File: config.mk
export PLATFORM = sky130hd
export DESIGN_NAME = gate_bist
export DESIGN_NICKNAME = d
export VERILOG_FILES = /design/src/rtl/gate_bist_pkg.sv /design/src/rtl/gate_bist_sync2.sv /design/src/rtl/gate_bist.sv
export SDC_FILE = /design/constraint.sdc
export NUM_CORES = 1
export LEC_CHECK = 0
export CAP_MARGIN = 20
export CORE_ASPECT_RATIO = 1.2
export CORE_UTILIZATION = 45
export CTS_CLUSTER_SIZE = 10
export DETAILED_ROUTE_END_ITERATION = 6
export PLACE_DENSITY_LB_ADDON = 0.3
export RECOVER_POWER = 25
export SLEW_MARGIN = 20
export SYNTH_ARGS = -nofsm -noshare
export SYNTH_HDL_FRONTEND = slang
export SYNTH_SLANG_ARGS = --single-unit
File: constraint.sdc
create_clock -name clk -period 2.6 [get_ports clk]
set_clock_uncertainty 0.15 [all_clocks]
set_input_delay 0.52 -clock clk [delete_from_list [all_inputs] [get_ports clk]]
set_output_delay 0.52 -clock clk [all_outputs]
set_load 0.05 [all_outputs]
File: src/rtl/gate_bist_pkg.sv
// -----------------------------------------------------------------------------
// gate_bist_pkg
// Shared definitions for the gate BIST controller: the controller state
// encoding and the widths of the settle and round counters.
// No ports (package).
// -----------------------------------------------------------------------------
package gate_bist_pkg;

    localparam int SETTLE_CNT_W = 8;
    localparam int ROUND_CNT_W  = 8;

    typedef enum logic [2:0] {
        IDLE,
        DRIVE,
        SETTLE,
        CHECK,
        DONE
    } state_t;

endpackage

File: src/rtl/gate_bist_sync2.sv
// -----------------------------------------------------------------------------
// sync2
// Two-flop synchronizer for a single asynchronous bit.
// Ports:
//   clk   - sampling clock
//   rst_n - asynchronous active-low reset, clears both flops to 0
//   d     - asynchronous input
//   q     - synchronized output, two clk cycles of latency
// -----------------------------------------------------------------------------
module sync2 (
    input  logic clk,
    input  logic rst_n,
    input  logic d,
    output logic q
);

    logic meta;

    always_ff @(posedge clk or negedge rst_n) begin
        if (!rst_n) begin
            meta <= 1'b0;
            q    <= 1'b0;
        end else begin
            meta <= d;
            q    <= meta;
        end
    end

endmodule

File: src/rtl/gate_bist.sv
// -----------------------------------------------------------------------------
// gate_bist
// Built-in self test for a single gate (inverter/ring or buffer). Each run
// drives the vectors 0 then 1, ROUNDS times over. Every vector gets one DRIVE
// cycle, SETTLE_CYCLES settle cycles and one CHECK cycle in which the
// synchronized response is compared against the expected value.
// Ports:
//   clk            - clock, all state on the rising edge
//   rst_n          - asynchronous active-low reset
//   start          - run request, only looked at in IDLE
//   dut_in         - stimulus to the gate under test
//   dut_out        - response from the gate under test (asynchronous)
//   busy           - high from the first DRIVE through the last CHECK
//   done           - one-cycle pulse at the end of a run
//   pass           - last completed run had no mismatches; held until start
//   err_count      - saturating mismatch count of the current/last run
//   first_fail_vec - stimulus of the first mismatch (valid if err_count != 0)
// -----------------------------------------------------------------------------
module gate_bist
    import gate_bist_pkg::*;
#(
    parameter int SETTLE_CYCLES = 4,
    parameter int ROUNDS        = 2,
    parameter int INVERT        = 1,
    parameter int ERR_W         = 8
) (
    input  logic             clk,
    input  logic             rst_n,
    input  logic             start,
    output logic             dut_in,
    input  logic             dut_out,
    output logic             busy,
    output logic             done,
    output logic             pass,
    output logic [ERR_W-1:0] err_count,
    output logic             first_fail_vec
);

    localparam logic                    EXP_FLIP    = (INVERT != 0);
    localparam logic [SETTLE_CNT_W-1:0] SETTLE_LOAD = SETTLE_CNT_W'(SETTLE_CYCLES);
    localparam logic [ROUND_CNT_W-1:0]  LAST_ROUND  = ROUND_CNT_W'(ROUNDS - 1);
    localparam logic [ERR_W-1:0]        ERR_MAX     = '1;

    state_t                  state;
    state_t                  state_next;
    logic [SETTLE_CNT_W-1:0] settle_cnt;
    logic [SETTLE_CNT_W-1:0] settle_next;
    logic [ROUND_CNT_W-1:0]  round_cnt;
    logic [ROUND_CNT_W-1:0]  round_next;
    logic                    vec;
    logic                    vec_next;
    logic                    dut_in_next;
    logic [ERR_W-1:0]        err_next;
    logic                    ffv_next;
    logic                    pass_next;
    logic                    dut_out_sync;
    logic                    mismatch;

    sync2 u_sync (
        .clk   (clk),
        .rst_n (rst_n),
        .d     (dut_out),
        .q     (dut_out_sync)
    );

    // The only place the gate polarity matters.
    assign mismatch = dut_out_sync != (dut_in ^ EXP_FLIP);

    assign busy = (state == DRIVE) || (state == SETTLE) || (state == CHECK);
    assign done = (state == DONE);

    always_comb begin
        state_next  = state;
        settle_next = settle_cnt;
        round_next  = round_cnt;
        vec_next    = vec;
        dut_in_next = dut_in;
        err_next    = err_count;
        ffv_next    = first_fail_vec;
        pass_next   = pass;

        case (state)
            IDLE: begin
                if (start) begin
                    state_next  = DRIVE;
                    round_next  = '0;
                    vec_next    = 1'b0;
                    dut_in_next = 1'b0;
                    err_next    = '0;
                    ffv_next    = 1'b0;
                    pass_next   = 1'b0;
                end
            end

            // dut_in is updated on the edge that enters DRIVE, so the gate
            // already sees the new vector during the DRIVE cycle itself. That
            // lets the two synchronizer stages fill even with SETTLE_CYCLES=1.
            DRIVE: begin
                settle_next = SETTLE_LOAD;
                state_next  = SETTLE;
            end

            SETTLE: begin
                settle_next = settle_cnt - 1'b1;
                if (settle_cnt <= SETTLE_CNT_W'(1)) begin
                    state_next = CHECK;
                end
            end

            CHECK: begin
                if (mismatch) begin
                    if (err_count != ERR_MAX) begin
                        err_next = err_count + 1'b1;
                    end
                    // Count is cleared at start and never wraps, so zero here
                    // means this is the first mismatch of the run.
                    if (err_count == '0) begin
                        ffv_next = dut_in;
                    end
                end

                if (!vec) begin
                    vec_next    = 1'b1;
                    dut_in_next = 1'b1;
                    state_next  = DRIVE;
                end else if (round_cnt == LAST_ROUND) begin
                    // pass is registered on entry to DONE so it is already
                    // valid alongside the done pulse, including this check.
                    state_next = DONE;
                    pass_next  = (err_next == '0);
                end else begin
                    round_next  = round_cnt + 1'b1;
                    vec_next    = 1'b0;
                    dut_in_next = 1'b0;
                    state_next  = DRIVE;
                end
            end

            DONE: begin
                state_next = IDLE;
            end

            default: begin
                state_next = IDLE;
            end
        endcase
    end

    always_ff @(posedge clk or negedge rst_n) begin
        if (!rst_n) begin
            state          <= IDLE;
            settle_cnt     <= '0;
            round_cnt      <= '0;
            vec            <= 1'b0;
            dut_in         <= 1'b0;
            err_count      <= '0;
            first_fail_vec <= 1'b0;
            pass           <= 1'b0;
        end else begin
            state          <= state_next;
            settle_cnt     <= settle_next;
            round_cnt      <= round_next;
            vec            <= vec_next;
            dut_in         <= dut_in_next;
            err_count      <= err_next;
            first_fail_vec <= ffv_next;
            pass           <= pass_next;
        end
    end

endmodule

==> results by group, run 1 <==
Run status
  – Status: complete, no violations

Worst setup path
  – CP delay by family, top: buffers and inverters
  – R2R Path Start: err_count[0]$_DFFE_PN0P_
  – CP endpoint kind: output port
  – Worst EP arrival: 1.83 ns
  – Worst Path Max Fanout: 9
  – Reg-to-reg endpoint: err_count[1]$_DFFE_PN0P_
  – R2r setup slk: 0.35 ns
  – R2R cell count: 5
  – CP Launch Type: flip-flop
  – Buffers and inverters on the worst path: 1
  – Worst setup path startpoint: state[0]$_DFFE_PN0P_
  – Required @ worst endpoint: 1.93 ns
  – WS Path Type: flip-flop to output port
  – Critical-path cell list: nor2_1, and2_1, clkdlybuf4s50_1
  – Max incr delay on CP: 0.79 ns
  – Worst path slowest cell: clkdlybuf4s50_1

Synth
  – Main combinational cell family by area after synthesis: compound AO/OA/AOI/OAI gates
  – XOR/XNOR share of the synthesized area: between 4 and 5%
  – Top-count cell post-synth: dfrtp_1
  – Synth Area in Compound Gates: 23.66%
  – EDFF count, synth: 0
  – Syn Area/Cell: 9.145 um^2
  – Most area-hungry cell type in the Yosys netlist: dfrtp_1
  – Top post-synthesis cells by count: 33 x dfrtp_1, 25 x o21ai_0, 19 x nand2_1
  – Top cell type's share of synthesized area: a little over two fifths
  – Netlist cell types: 48
  – Cell Area, Synth: 0.001893 mm^2
  – Synthesized net count: 217
  – Synth Flop Type: dfrtp_1
  – Mux share of post-synthesis cell area: 0.5288%
  – Asr flop ratio synth: 100.0%
  – Synthesized instance count: between 200 and 250
  – Synth top area cells: dfrtp_1 44%, o21ai_0 6.6%, ha_1 4.0%
  – Simple-Gate Fraction of Synth Area: 19.63%
  – Post-Synth Adder-Cell Area: 3.966%
  – Synth Warn #: 0
  – Yosys reg bits: 33
  – Sequential share of the synthesized area: 43.62%

Power and ir drop
  – Lkg Pwr: 0.9234 nW
  – Total Power: 2.104 mW
  – Max VDD drop: slightly below 0.7 mV
  – Pwr dens: ~950 mW/mm^2

Timing
  – Final hold vios: 0
  – Relative slew slack: 46.68%
  – Unrepaired setup endpoints after global routing: no
  – Minimum clock period: between 2 and 2.5 ns
  – Tcrit/Tclk final: 96.10%
  – F_max: between 400 and 500 MHz
  – Worst setup margin: 0.1015 ns
  – TNS Setup: 0 ns
  – Worst Tran Pin Value: around 0.8 ns
  – Endpoints failing setup: 0
  – Fin. max-slew vios: 0

Finish
  – Layout net count: 239
  – Fin util: 55.65%
  – Share of cells above drive strength 1: 8.261%
  – Antenna cells: 0
  – Layout area overhead: 16.79%

Die
  – Top Ports: 17
  – Full die area: 0.004471 mm^2
  – Core ar.: around 0.004 mm^2
  – Number of core rows: 25
  – Starting density of the core: between 40% and 50%
  – Die H: 73.05 um
  – Die Width: 61.21 um

Clock tree
  – PostCTS Resize Cnt: 0
  – Max clock buf depth: 2
  – CTS H-tree depth: 2
  – Clk sink count: 33
  – Post-CTS Setup Inserts: 0
  – CTS tree: done
  – Cts hold-fix bufs: 0
  – Root buffer cell: clkbuf_8
  – Clk Latency, worst-skew pair: 0.29 ns
  – TritonCTS buffer count: 5
  – Worst-path clk slew: 0.07 ns

Drt
  – Post-DRT Antenna Nets: 0
  – Pre-antenna DRT Iters: 4
  – WL final: 3984 um
  – Vias post-DR: 1,615
  – Iter 0 DRT Violations: 59
  – DRC viols: 0
  – Per-cell routed wire length: 14.03 um
  – Routed vias/inst: 5.687

GRT
  – GRT Total Usage: 20.28%
  – GRT overflow: 0
  – Initial antenna violation count: 0
  – First-pass GRT wire length: approximately 6600 um
  – Largest net degree at the start of global routing: 34
  – Vias in the first global route: 1,459

Worst hold path
  – Endpoint with the worst hold slack: u_sync.q$_DFF_PN0_
  – Worst Hold Launch: u_sync.meta$_DFF_PN0_
  – Worst Hold Path Cells: 0
  – Worst Hold Class: flip-flop to flip-flop

Placement
  – I/O Buffers: 16
  – DP HPWL: 2847 um
  – GPL Wtd Cong: 0.9030
  – Post-Place Worst Slack: 0.02193 ns

Run
  – Max-cap viol count: 0
-- flip-flops by register name, indices dropped and copies added (netlist names) --
| register | count |
|---|---|
| state | 3 |
| u_sync.q | 1 |
| err_count | 8 |
| first_fail_vec | 1 |
| round_cnt | 8 |
| dut_in | 1 |
| pass | 1 |
| vec | 1 |
| settle_cnt | 8 |
| u_sync.meta | 1 |
-- worst max-delay path by stage --
stage,cells after the start,endpoint
after global routing,3,done
final,3,done
after detailed placement,6,round_cnt[5]$_DFFE_PN0P_
after floorplan,7,pass$_DFFE_PN0P_
after CTS,3,done
after global placement,6,round_cnt[7]$_DFFE_PN0P_
-- worst register-to-register path, delay by kind of cell, from the launching register on --
family                     cells  cell delay [ns]
AOI/OAI and AO/OA              3             0.99
adders and majority gates      1             0.29
DFF                            1             0.46
and+or+nand+nor                1             0.25
-- layout make-up --
class / instances / area, um^2
clock inverters: 3 / 17.52
repair buffers: 23 / 210.2
multi-input cells: 156 / 983.4
flip-flops and latches: 33 / 825.8
clock buffers: 5 / 68.82
inverters: 10 / 37.54
fillers: 385 / 1762
well taps: 54 / 67.56
-- per-stage QoR --
stage | area [um^2] | instances | hold slack, ns
6_report | 2211 | 284 | 0.2087
2_1_floorplan | 1893 | 207 | 0.07441
4_1_cts | 2213 | 284 | 0.2086
5_1_grt | 2211 | 284 | 0.2298
3_5_place_dp | 2127 | 276 | 0.1896
3_3_place_gp | 2127 | 276 | 0.1931
-- metal layers --
| layer | share of wire (%) | global-route usage [%] | vias to the layer above |
|---|---|---|---|
| met4 | 2.0 | 10.10 | 0 |
| met2 | 49 | 32.13 | 39 |
| met3 | 4.6 | 4.433 | 8 |
| met5 | 0 | 0 | - |
| li1 | - | - | 801 |
| met1 | 45 | 25.65 | 767 |
-- report_power, final --
part / internal [mW] / switching [mW] / leakage (nW)
Sequential: 0.626 / 0.139 / 0.440
Combinational: 0.354 / 0.610 / 0.440
Clock: 0.184 / 0.190 / 0.0439
-- layout by cell type, fill, tap and decap left out, types with 3 or more instances in the layout --
| cell | synthesis | routed |
|---|---|---|
| nand2_1 | 19 | 19 |
| o22ai_1 | 3 | 3 |
| dfrtp_1 | 33 | 33 |
| xor2_1 | 6 | 6 |
| nand3_1 | 9 | 9 |
| buf_4 | 0 | 6 |
| o31ai_1 | 8 | 8 |
| and3_1 | 4 | 4 |
| clkbuf_8 | 0 | 5 |
| nor3_1 | 5 | 5 |
| xnor2_1 | 3 | 3 |
| o21ai_0 | 25 | 25 |
| clkdlybuf4s50_1 | 0 | 14 |
| inv_1 | 10 | 10 |
| and2_1 | 5 | 5 |
| ha_1 | 6 | 6 |
| a21oi_1 | 13 | 13 |
| nor2_1 | 12 | 12 |
-- cells by family after synthesis --
kind of cell,count (synthesis)
mux,1
fa+ha+maj,6
compound gates,68
flops,33
simple gates,72
buf+inv,18
xor+xnor,9
No activity file was read; power rests on OpenSTA's default activity.
==> run 2: changes to the inputs <==
==> constraint.sdc (replaced) <==
create_clock -name clk -period 3.1 [get_ports clk]
set_clock_uncertainty 0.15 [all_clocks]
set_input_delay 0.62 -clock clk [delete_from_list [all_inputs] [get_ports clk]]
set_output_delay 0.62 -clock clk [all_outputs]
set_load 0.05 [all_outputs]
==> run 2 against run 1 <==
  * The run now ends with max-capacitance violations, max-slew violations left
  * Critical endpoint unchanged
  * Combinational power fell by 21%
  * Wire length rose by 3.0%
  * Critical path type unchanged
  * Clock power down 15%
  * Sequential share of layout area up 0.80 points
  * Count of clock-buffer cells in the layout stayed put
==> results by group, run 2 (synthesis results as in run 1) <==
Clock tree
  – TritonCTS buffer count: 5 (unchanged)
  – Max clock buf depth: 2 (unchanged)
  – PostCTS Resize Cnt: 0 (unchanged)
  – Root buffer cell: clkbuf_8
  – Clk sink count: 33 (unchanged)
  – CTS tree: done
  – CTS H-tree depth: 2 (unchanged)
  – Cts hold-fix bufs: 0 (unchanged)
  – Worst-path clk slew: 0.07 ns (about the same)
  – Post-CTS Setup Inserts: 0 (unchanged)
  – Clk Latency, worst-skew pair: 0.29 ns (about the same)

Finish
  – Layout net count: 233 (-2.5%)
  – Commonest non-fill, non-tap cell in the layout: dfrtp_1
  – Fillers: 386 (+0.26%)
  – Most frequent cells in the layout: 33 x dfrtp_1, 25 x o21ai_0, 19 x nand2_1
  – Top Registers: err_count (8), round_cnt (8), settle_cnt (8)
  – Layout area overhead: 14.34%
  – Antenna cells: 0 (unchanged)
  – Share of cells above drive strength 1: 5.357% (-2.9 points)

Timing
  – Final hold slack: 0.2084 ns (-0.0003390 ns)
  – Unrepaired setup endpoints after global routing: no
  – Minimum clock period: 2.664 ns
  – Final hold vios: 0 (unchanged)
  – Tcrit/Tclk final: 85.94%
  – F_max: between 300 and 400 MHz
  – TNS Setup: 0 ns (unchanged)
  – Relative slew slack: -18.59% (-65 points)
  – Worst Tran Pin Value: 1.779 ns (+0.9791 ns)
  – Endpoints failing setup: 0 (unchanged)
  – Fin. max-slew vios: 34 (+34)

Power and ir drop
  – Int Power: 942.4 uW (-19%)
  – Clock share of power: 18.4% (+0.6 points)
  – Reg power frac: 37.3% (+0.9 points)
  – Pwr dens: 797.9 mW/mm^2 (-16%)
  – Comb power frac: 44.3% (-1.6 points)
  – Max VDD drop: 0.5933 mV (-12%)
  – Lkg Pwr: 0.8912 nW (-3.5%)
  – Switch share: 45.43% (+0.80 points)
  – Sw power: 784.6 uW (-16%)

GRT
  – GRT Total Usage: 20.83% (+0.55 points)
  – Largest net degree at the start of global routing: 34 (unchanged)
  – GR Util met3: 4.965% (+0.53 points)
  – Initial antenna violation count: 0 (unchanged)
  – GRT overflow: 0 (unchanged)
  – Vias in the first global route: 1,479 (+1.4%)
  – M2 GR Usage: 30.43% (-1.7 points)
  – First-pass GRT wire length: 6824 um (+3.9%)
  – Most Crowded Layer GR: met2
  – Met1 Resource Use GR: 28.15% (+2.5 points)

Run
  – Max-cap viol count: 1 (+1)

Drt
  – Vias post-DR: 1,601 (-0.87%)
  – Per-cell routed wire length: 14.76 um (+5.2%)
  – Pre-antenna DRT Iters: 4 (unchanged)
  – Iter 0 DRT Violations: 93 (+58%)
  – DRC viols: 0 (unchanged)
  – WL final: 4103 um (+3.0%)
  – Routed vias/inst: 5.759 (+1.3%)
  – Post-DRT Antenna Nets: 0 (unchanged)

Worst setup path
  – Worst EP arrival: 1.89 ns (+0.06 ns)
  – Worst Path Max Fanout: 13 (+4)
  – CP endpoint kind: output port
  – CP Launch Type: flip-flop
  – Required @ worst endpoint: 2.33 ns (+0.40 ns)
  – WS Path Type: flip-flop to output port

Die
  – Starting density of the core: 47.65% (unchanged)
  – Full die area: 0.004471 mm^2 (unchanged)
  – Die Width: 61.21 um (unchanged)
  – Core ar.: 0.003973 mm^2 (unchanged)
  – Number of core rows: 25 (unchanged)
  – Top Ports: 17 (unchanged)
  – Die H: 73.05 um (unchanged)

Placement
  – GPL Wtd Cong: 0.9421 (+4.3%)
  – DP HPWL: 2877 um (+1.1%)
  – I/O Buffers: 16 (unchanged)

Run status
  – Violations in the final reports: max-capacitance violations, max-slew violations
  – Status: finished, violations left

Worst hold path
  – Worst Hold Class: flip-flop to flip-flop
## run 2: metal layers
metal	wire [um]	part of all wire, %
met5	0	0
met4	112	2.7
met3	161	3.9
met2	1968	48
met1	1860	45
## run 2: worst paths after layout
path | start | end | slack [ns] | cells after the start
worst max register to register | state[1]$_DFFE_PN0P_ | round_cnt[6]$_DFFE_PN0P_ | 0.78 | 5
worst max-delay path | state[2]$_DFFE_PN0P_ | done | 0.44 | 2
min in group asynchronous | rst_n | err_count[6]$_DFFE_PN0P_ | 1.12 | 2
max in group asynchronous | rst_n | settle_cnt[1]$_DFFE_PN0P_ | 0.66 | 2
worst min-delay path | u_sync.meta$_DFF_PN0_ | u_sync.q$_DFF_PN0_ | 0.21 | 0
worst min register to register | u_sync.meta$_DFF_PN0_ | u_sync.q$_DFF_PN0_ | 0.21 | 0
## run 2: layout make-up
cell class,count,area [um^2],area share (%)
sequential,33,825.8,38.15
clock inverter,3,17.52,0.8092
timing repair buffer,17,163.9,7.572
inverter,10,37.54,1.734
multi-input combinational,156,983.4,45.43
tap,54,67.56,3.121
clock buffer,5,68.82,3.179
## run 2: critical path, cell delays in order, from the launching register on
cell,delay [ns]
dfrtp_1,0.61
and2_1,0.19
clkdlybuf4s50_1,0.79
## run 2: through the flow
step           cells  instance area, um^2  util (%)  total power [mW]  setup WS (ns)
2_1_floorplan    207                 1893         -             1.234         0.8367
3_3_place_gp     270                 2082     52.41             1.404         0.2966
3_5_place_dp     270                 2082     52.41             1.418         0.2439
4_1_cts          278                 2168     54.58             1.746         0.4345
5_1_grt          278                 2165     54.49             1.862         0.2476
6_report         278                 2165     54.49             1.727         0.4359
## run 2: power by group through the flow
stage	clock, mW	sequential [mW]	combinational (mW)
finish	0.318	0.644	0.765
global route	0.347	0.666	0.849
CTS	0.332	0.645	0.768
detailed placement	0	0.650	0.768
global placement	0	0.650	0.754
floorplan	0	0.667	0.567
